**src/rtl/i2s_audio_tx.sv**
```systemverilog
// Philips I2S transmitter: 16-bit stereo in, BCK/LRCK/DATA out, 64 BCK per frame.
// Define I2S_UNSIGNED_IN_EN to accept offset-binary samples (bit 15 inverted on latch).
module i2s_audio_tx #(
  parameter int unsigned CLK_RATE   = 32000000,
  parameter int unsigned AUDIO_RATE = 48000
) (
  input  logic        clk_sys,
  input  logic        reset_n,
  input  logic [15:0] left_in,
  input  logic [15:0] right_in,
  output logic        sample_strobe,
  output logic        i2s_bck,
  output logic        i2s_lrck,
  output logic        i2s_data
);

  localparam logic [32:0] INC = 33'(128 * AUDIO_RATE);
  localparam logic [32:0] LIM = 33'(CLK_RATE);

  if (CLK_RATE < 256 * AUDIO_RATE) begin : g_rate_check
    $error("i2s_audio_tx: CLK_RATE must be at least 256*AUDIO_RATE");
  end

  logic [31:0] acc;
  logic [5:0]  bit_cnt;
  logic [15:0] shadow_l;
  logic [15:0] shadow_r;

  logic [32:0] sum;
  logic        tick;
  logic        fall;
  logic [31:0] acc_next;
  logic [5:0]  cnt_next;
  logic [4:0]  slot;
  logic [4:0]  idx;
  logic [15:0] sel;
  logic        bit_next;
  logic [15:0] left_load;
  logic [15:0] right_load;

`ifdef I2S_UNSIGNED_IN_EN
  assign left_load  = {~left_in[15], left_in[14:0]};
  assign right_load = {~right_in[15], right_in[14:0]};
`else
  assign left_load  = left_in;
  assign right_load = right_in;
`endif

  always_comb begin
    sum      = {1'b0, acc} + INC;
    tick     = (sum >= LIM);
    fall     = tick & i2s_bck;
    acc_next = tick ? 32'(sum - LIM) : 32'(sum);
    cnt_next = bit_cnt + 6'd1;
    slot     = cnt_next[4:0];
    idx      = 5'd16 - slot;
    sel      = cnt_next[5] ? shadow_r : shadow_l;
    bit_next = 1'b0;
    // Slot 0 is the one-bit I2S delay, 1..16 carry MSB..LSB, the rest pad with zeros.
    if (slot >= 5'd1 && slot <= 5'd16)
      bit_next = sel[idx[3:0]];
  end

  always_ff @(posedge clk_sys) begin
    if (!reset_n) begin
      acc           <= '0;
      i2s_bck       <= 1'b0;
      bit_cnt       <= 6'd63;
      shadow_l      <= '0;
      shadow_r      <= '0;
      i2s_lrck      <= 1'b0;
      i2s_data      <= 1'b0;
      sample_strobe <= 1'b0;
    end else begin
      sample_strobe <= 1'b0;
      acc           <= acc_next;
      if (tick)
        i2s_bck <= ~i2s_bck;
      if (fall) begin
        bit_cnt  <= cnt_next;
        i2s_lrck <= cnt_next[5];
        i2s_data <= bit_next;
        if (bit_cnt == 6'd63) begin
          shadow_l      <= left_load;
          shadow_r      <= right_load;
          sample_strobe <= 1'b1;
        end
      end
    end
  end

endmodule

```
**config.mk**
```make
export PLATFORM = sky130hd
export DESIGN_NAME = i2s_audio_tx
export DESIGN_NICKNAME = d
export VERILOG_FILES = /design/src/rtl/i2s_audio_tx.sv
export SDC_FILE = /design/constraint.sdc
export NUM_CORES = 1
export LEC_CHECK = 0
export ABC_AREA = 1
export CAP_MARGIN = 20
export CORE_ASPECT_RATIO = 0.75
export CORE_MARGIN = 2
export CORE_UTILIZATION = 55
export CTS_CLUSTER_SIZE = 10
export DETAILED_ROUTE_END_ITERATION = 16
export GPL_ROUTABILITY_DRIVEN = 0
export PLACE_DENSITY = 0.86
export RECOVER_POWER = 25
export SLEW_MARGIN = 15
export SYNTH_ARGS = -nofsm -noshare
export SYNTH_HDL_FRONTEND = slang
export SYNTH_SLANG_ARGS = --single-unit
```
**constraint.sdc**
```tcl
create_clock -name clk_sys -period 2.62 [get_ports clk_sys]
set_clock_uncertainty 0.05 [all_clocks]
set_input_delay 0.524 -clock clk_sys [delete_from_list [all_inputs] [get_ports clk_sys]]
set_output_delay 0.524 -clock clk_sys [all_outputs]
set_load 0.02 [all_outputs]
```
# == Word level (Yosys, flattened, before mapping) ==
# Cells that the tools add are included.
# W data, S select, Z words.
# word_totals
inputBits,34
register_bits,74
output_inout_bits,4
wordCells,28
# op_classes
n_mux,6
reduce_logical,3
bitwise_logic,2
n_addsub,4
n_eq_ne,1
n_lt_le_gt_ge,4
# op_table
cell,count
$add A32 B23 Y33 const B,1
$ge A33 B25 Y1 const B,1
$mux W32,1
$sub A32 B25 Y32 const B,1
$mux W16,1
$add A6 B1 Y6 const B,1
$eq A6 B6 Y1 const B,1
$ge A5 B1 Y1 const B,1
$le A5 B5 Y1 const B,1
$lt A4 B5 Y1 const B,1
$bmux W1 S4,1
$reduce_and A2 Y1,2
$sub A1 B4 Y4 const A,1
$mux W1,3
$and A1 B1 Y1,1
$logic_and A1 B1 Y1,1
$not A1 Y1,1

# == Logic depth before layout (Yosys ltp) ==
# depth
depth_word,5
mapped_depth,19
ltp_nobuf,18

# == Worst setup path after synthesis ==
# No wires, ideal clock.
# synth_path
path_kind,reg-to-reg
from,register acc[14]
to,register acc[19]
n_path_buf,2
setup_ns,0.115
synth_period_minus_slack_ns,2.158
stages_incl_launch_ff,17
t_arrival_ns,1.993
t_required_ns,2.455
setup_slack_ns,0.462
cell_sequence,dfxtp_1 -> inv_2 -> ha_1 -> nand2_2 -> nand2_2 -> nand2_2 -> nand3_2 -> nand3_1 -> nand2_1 -> nor2_2 -> nand2_2 -> nor2_4 -> nand3_4 -> buf_6 -> buf_6 -> a21oi_1 -> nor2_1
# synth_via
elab_chain_len,3
word_cells_on_any_way,4
cone_classes,add/sub (2); order compare (1); mux (1)
# synth_lines
element,line,rtl
start: declaration,24,logic [31:0] acc;
start signal: assignment,76,acc <= acc_next;
$add A32 B23 Y33 (*),50,"sum = {1'b0, acc} + INC;"
$sub A32 B25 Y32 / $ge A33 B25 Y1 (equally long branches),"53, 51",
$mux W32 (*),53,acc_next = tick ? 32'(sum - LIM) : 32'(sum);
# Mark *: on every way between the ends. The rest lies on a longest branch, timed or not.
# A chain may end at the register's enable or synchronous reset.

# == Worst setup path in the final report ==
# layout_path
from,register acc[11]
to,register shadow_r[2]
# layout_via
elab_chain_len,4
# layout_lines
element,line,rtl
$add A32 B23 Y33,50,
$ge A33 B25 Y1,51,tick = (sum >= LIM);
$and A1 B1 Y1,52,fall = tick & i2s_bck;
$reduce_and A2 Y1 (no source line),-,
end signal: assignment,85,shadow_r <= right_load;
end: declaration,27,logic [15:0] shadow_r;
# No other way between the ends.

==> flow_metrics.tcl <==
set metrics [dict create \
    ys.flop_type "dfxtp_1" \
    ys_ff_latch 63 \
    drt-initial-drc-count 478 \
    synthCells 747 \
    cts_buffers 9 \
    num_vias 4896 \
    wl_per_cell_um 13.7 \
    nets 838 \
    cellInternalPower_uw 3630 \
    diodes 0 \
    postCtsHoldBufs 0 \
    dr.pass1.iters 6 \
    crit_fanout 8 \
    die_w_um 107 \
    coreArea_um2 7810 \
    first_global_vias 4152 \
    hold_path_depth 2 \
    ff2ff_path_depth 16 \
    antenna_found_initial 0 \
    p_seq_share_pct 21.9 \
    vdd_drop_max_uv 680 \
    port_buffers 37 \
    syn-cell-area_um2 4380 \
    timing.max_slew.rel_slack_pct 47.9 \
    yosysSeqAreaShare_pct 28.8 \
    p_total_uw 7730 \
    grt_pass1_wl_um 18000 \
    dpl.hpwl_um 7920 \
    final-hold-violation-count 0 \
    holdPathEnd "i2s_data" \
    synth_top_area_share_pct 28.8 \
    synth_edf_count 0 \
    fin_crit_ps 2520 \
    clk-insertion-delay-late_ps 350 \
    routed_wl_um 12400 \
    synth_area_leaders "dfxtp_1 (29%), nand2_1 (19%), inv_1 (12%), nor2_1 (8.0%), nand3_1 (7.7%)" \
    vias_per_cell 5.39 \
    fillerInstances 628 \
    drc 0 \
    timing.rr.end "shadow_r[2]" \
    fin_area_um2 5350 \
    p_switching_uw 4110 \
    area_growth_pct 22.1 \
    cp-start-kind "register" \
    p_leak_uw 0.00274 \
    switching_share_pct 53.1 \
    holdCritPathClass "register to register" \
    cts.sinks 63 \
    setup_viol_count_final 0 \
    async_flop_share_pct 0 \
    synth_top_area_cell "dfxtp_1" \
    overflow 0 \
    cp.required_ps 2860 \
    tightest_slew_ps 779 \
    fmax_mhz 397 \
    max_cap_violations 0 \
    h-tree-depth 3 \
    p_clk_share_pct 10.4 \
    critPathKind "register to register" \
    end_kind "register" \
    ctsRootBufferMaster "clkbuf_8" \
    p_comb_share_pct 67.7 \
    slowest_delay_ps 370 \
    cts_buffer_depth 2 \
    drive_above_1_share_pct 13.9 \
    yosys_warnings 0 \
    tns_ps 0 \
    die_area_um2 8700 \
    status "finished clean" \
    ios 38 \
    crit_chain "inv_1, ha_1, a21oi_1, nor2_4, nand3_4, nand2_1, nand2_1, nand2_2, nor2_4, nor2_4, nand3_4, buf_4, nand3_4, nand2_1, inv_1, nor2_1" \
    avgSynthCellArea_um2 5.86 \
    initial_core_util_pct 56.0 \
    report.final.slew_viol_count 0 \
    track_usage_pct 25.7 \
    period_share_pct 96.2 \
    placed_cell_area_um2 4830 \
    hold_path_startpoint "i2s_data" \
    ant_nets 0 \
    yosysMostFrequentCell "nand2_1" \
    cts_tree "yes" \
    grt_max_degree 37 \
    die_y_um 81.3 \
    synth_common_cells "nand2_1 (224), inv_1 (137), nor2_1 (93), nand3_1 (67), dfxtp_1 (63)" \
    power_density_nw_per_um2 1450 \
    reg2reg_slack_ps 100 \
    ys_types 34 \
    rows 28 \
    syn-num-nets 787 \
    clk_pin_slew_worst_paths_ps 80 \
    critPathSlowestCell "dfxtp_1" \
    worstReg2RegStart "acc[11]" \
    crit_arrival_ps 2760 \
]
[how the worst max path moves through the flow]
stage                     slack (ps)            to  startpoint  cells after the start
after floorplan                  460       acc[19]     acc[14]                     16
after global placement           160  shadow_r[13]     acc[14]                     15
after detailed placement          60   shadow_l[3]     acc[14]                     15
after CTS                         20  shadow_l[13]     acc[14]                     15
after global routing             -60   shadow_r[2]     acc[11]                     16
final                            100   shadow_r[2]     acc[11]                     16
[metal layers]
layer  global-route usage (%)  up-vias  routed length [um]
met3                     5.62       55                1270
met5                        0        -                   0
li1                         -     2386                   -
met2                     42.9      275                5690
met1                     33.5     2180                5130
met4                     7.92        0                 346
[placed cells by master (no fill, tap or decap), drive strengths merged, types with 6 or more instances in the layout]
| master | Yosys | layout |
|---|---|---|
| nand4 | 33 | 33 |
| nor3 | 7 | 7 |
| clkbuf | 12 | 12 |
| buf | 17 | 27 |
| nor2 | 106 | 106 |
| nand3 | 72 | 76 |
| dfxtp | 63 | 63 |
| a21oi | 17 | 17 |
| clkdlybuf4s50 | 0 | 32 |
| ha | 6 | 6 |
| o21ai | 9 | 9 |
| inv | 148 | 149 |
| nand2 | 240 | 240 |
[power groups by stage]
stage / registers, uW / clock network, uW / logic (uW)
after floorplan: 1600 / 0 / 3410
after global placement: 1670 / 0 / 4090
after detailed placement: 1690 / 0 / 4240
after CTS: 1670 / 799 / 4290
after global routing: 1740 / 838 / 5740
final: 1690 / 803 / 5240
[worst max-delay path: cells and delay by family (launching register included)]
kind,cells,cell delay (ps)
AO/OA/AOI/OAI,1,310
adder cells (fa/ha/maj),1,240
buffers and inverters,3,310
flip-flops,1,370
AND/OR/NAND/NOR,11,1190
[state kept, by name, indices dropped and copies added, names as in the netlist]
| register | cells |
|---|---|
| i2s_bck | 1 |
| shadow_r | 16 |
| sample_strobe | 1 |
| i2s_lrck | 1 |
| i2s_data | 1 |
| bit_cnt | 6 |
| shadow_l | 16 |
| acc | 21 |
[metrics by stage]
| step | setup slack, ps | utilization, % | hold WS, ps | std cells |
|---|---|---|---|---|
| 2_1_floorplan | 462 | - | 431 | 747 |
| 3_3_place_gp | 159 | 61.8 | 407 | 874 |
| 3_5_place_dp | 55.5 | 61.8 | 412 | 874 |
| 4_1_cts | 23.8 | 64.1 | 423 | 890 |
| 5_1_grt | -57.6 | 68.4 | 445 | 908 |
| 6_report | 101 | 68.4 | 415 | 908 |
[cell type report]
type	instances	area (um2)	area share, %
multi-input combinational	511	2550	47.8
sequential	63	1260	23.6
timing repair buffer	65	661	12.4
inverter	148	556	10.4
clock buffer	10	138	2.57
tap	105	131	2.46
clock inverter	6	45.0	0.842
[cells by family (layout without fill, tap and decap cells)]
kind of cell,after synthesis,count (layout),synth area share [%]
and+or+nand+nor,462,466,47.4
AOI/OAI and AO/OA,34,34,4.43
buffers and inverters,177,229,16.6
DFF,63,63,28.8
adders and majority gates,6,6,1.71
xor gates and xnor gates,5,5,1.00
[repair_timing]
action | 4_1_cts | 5_1_grt
endpoints found under the setup margin | 0 | 58
setup buffers | 0 | 12
gates resized for setup | 0 | 32
Power figures use the tool's default switching activity.
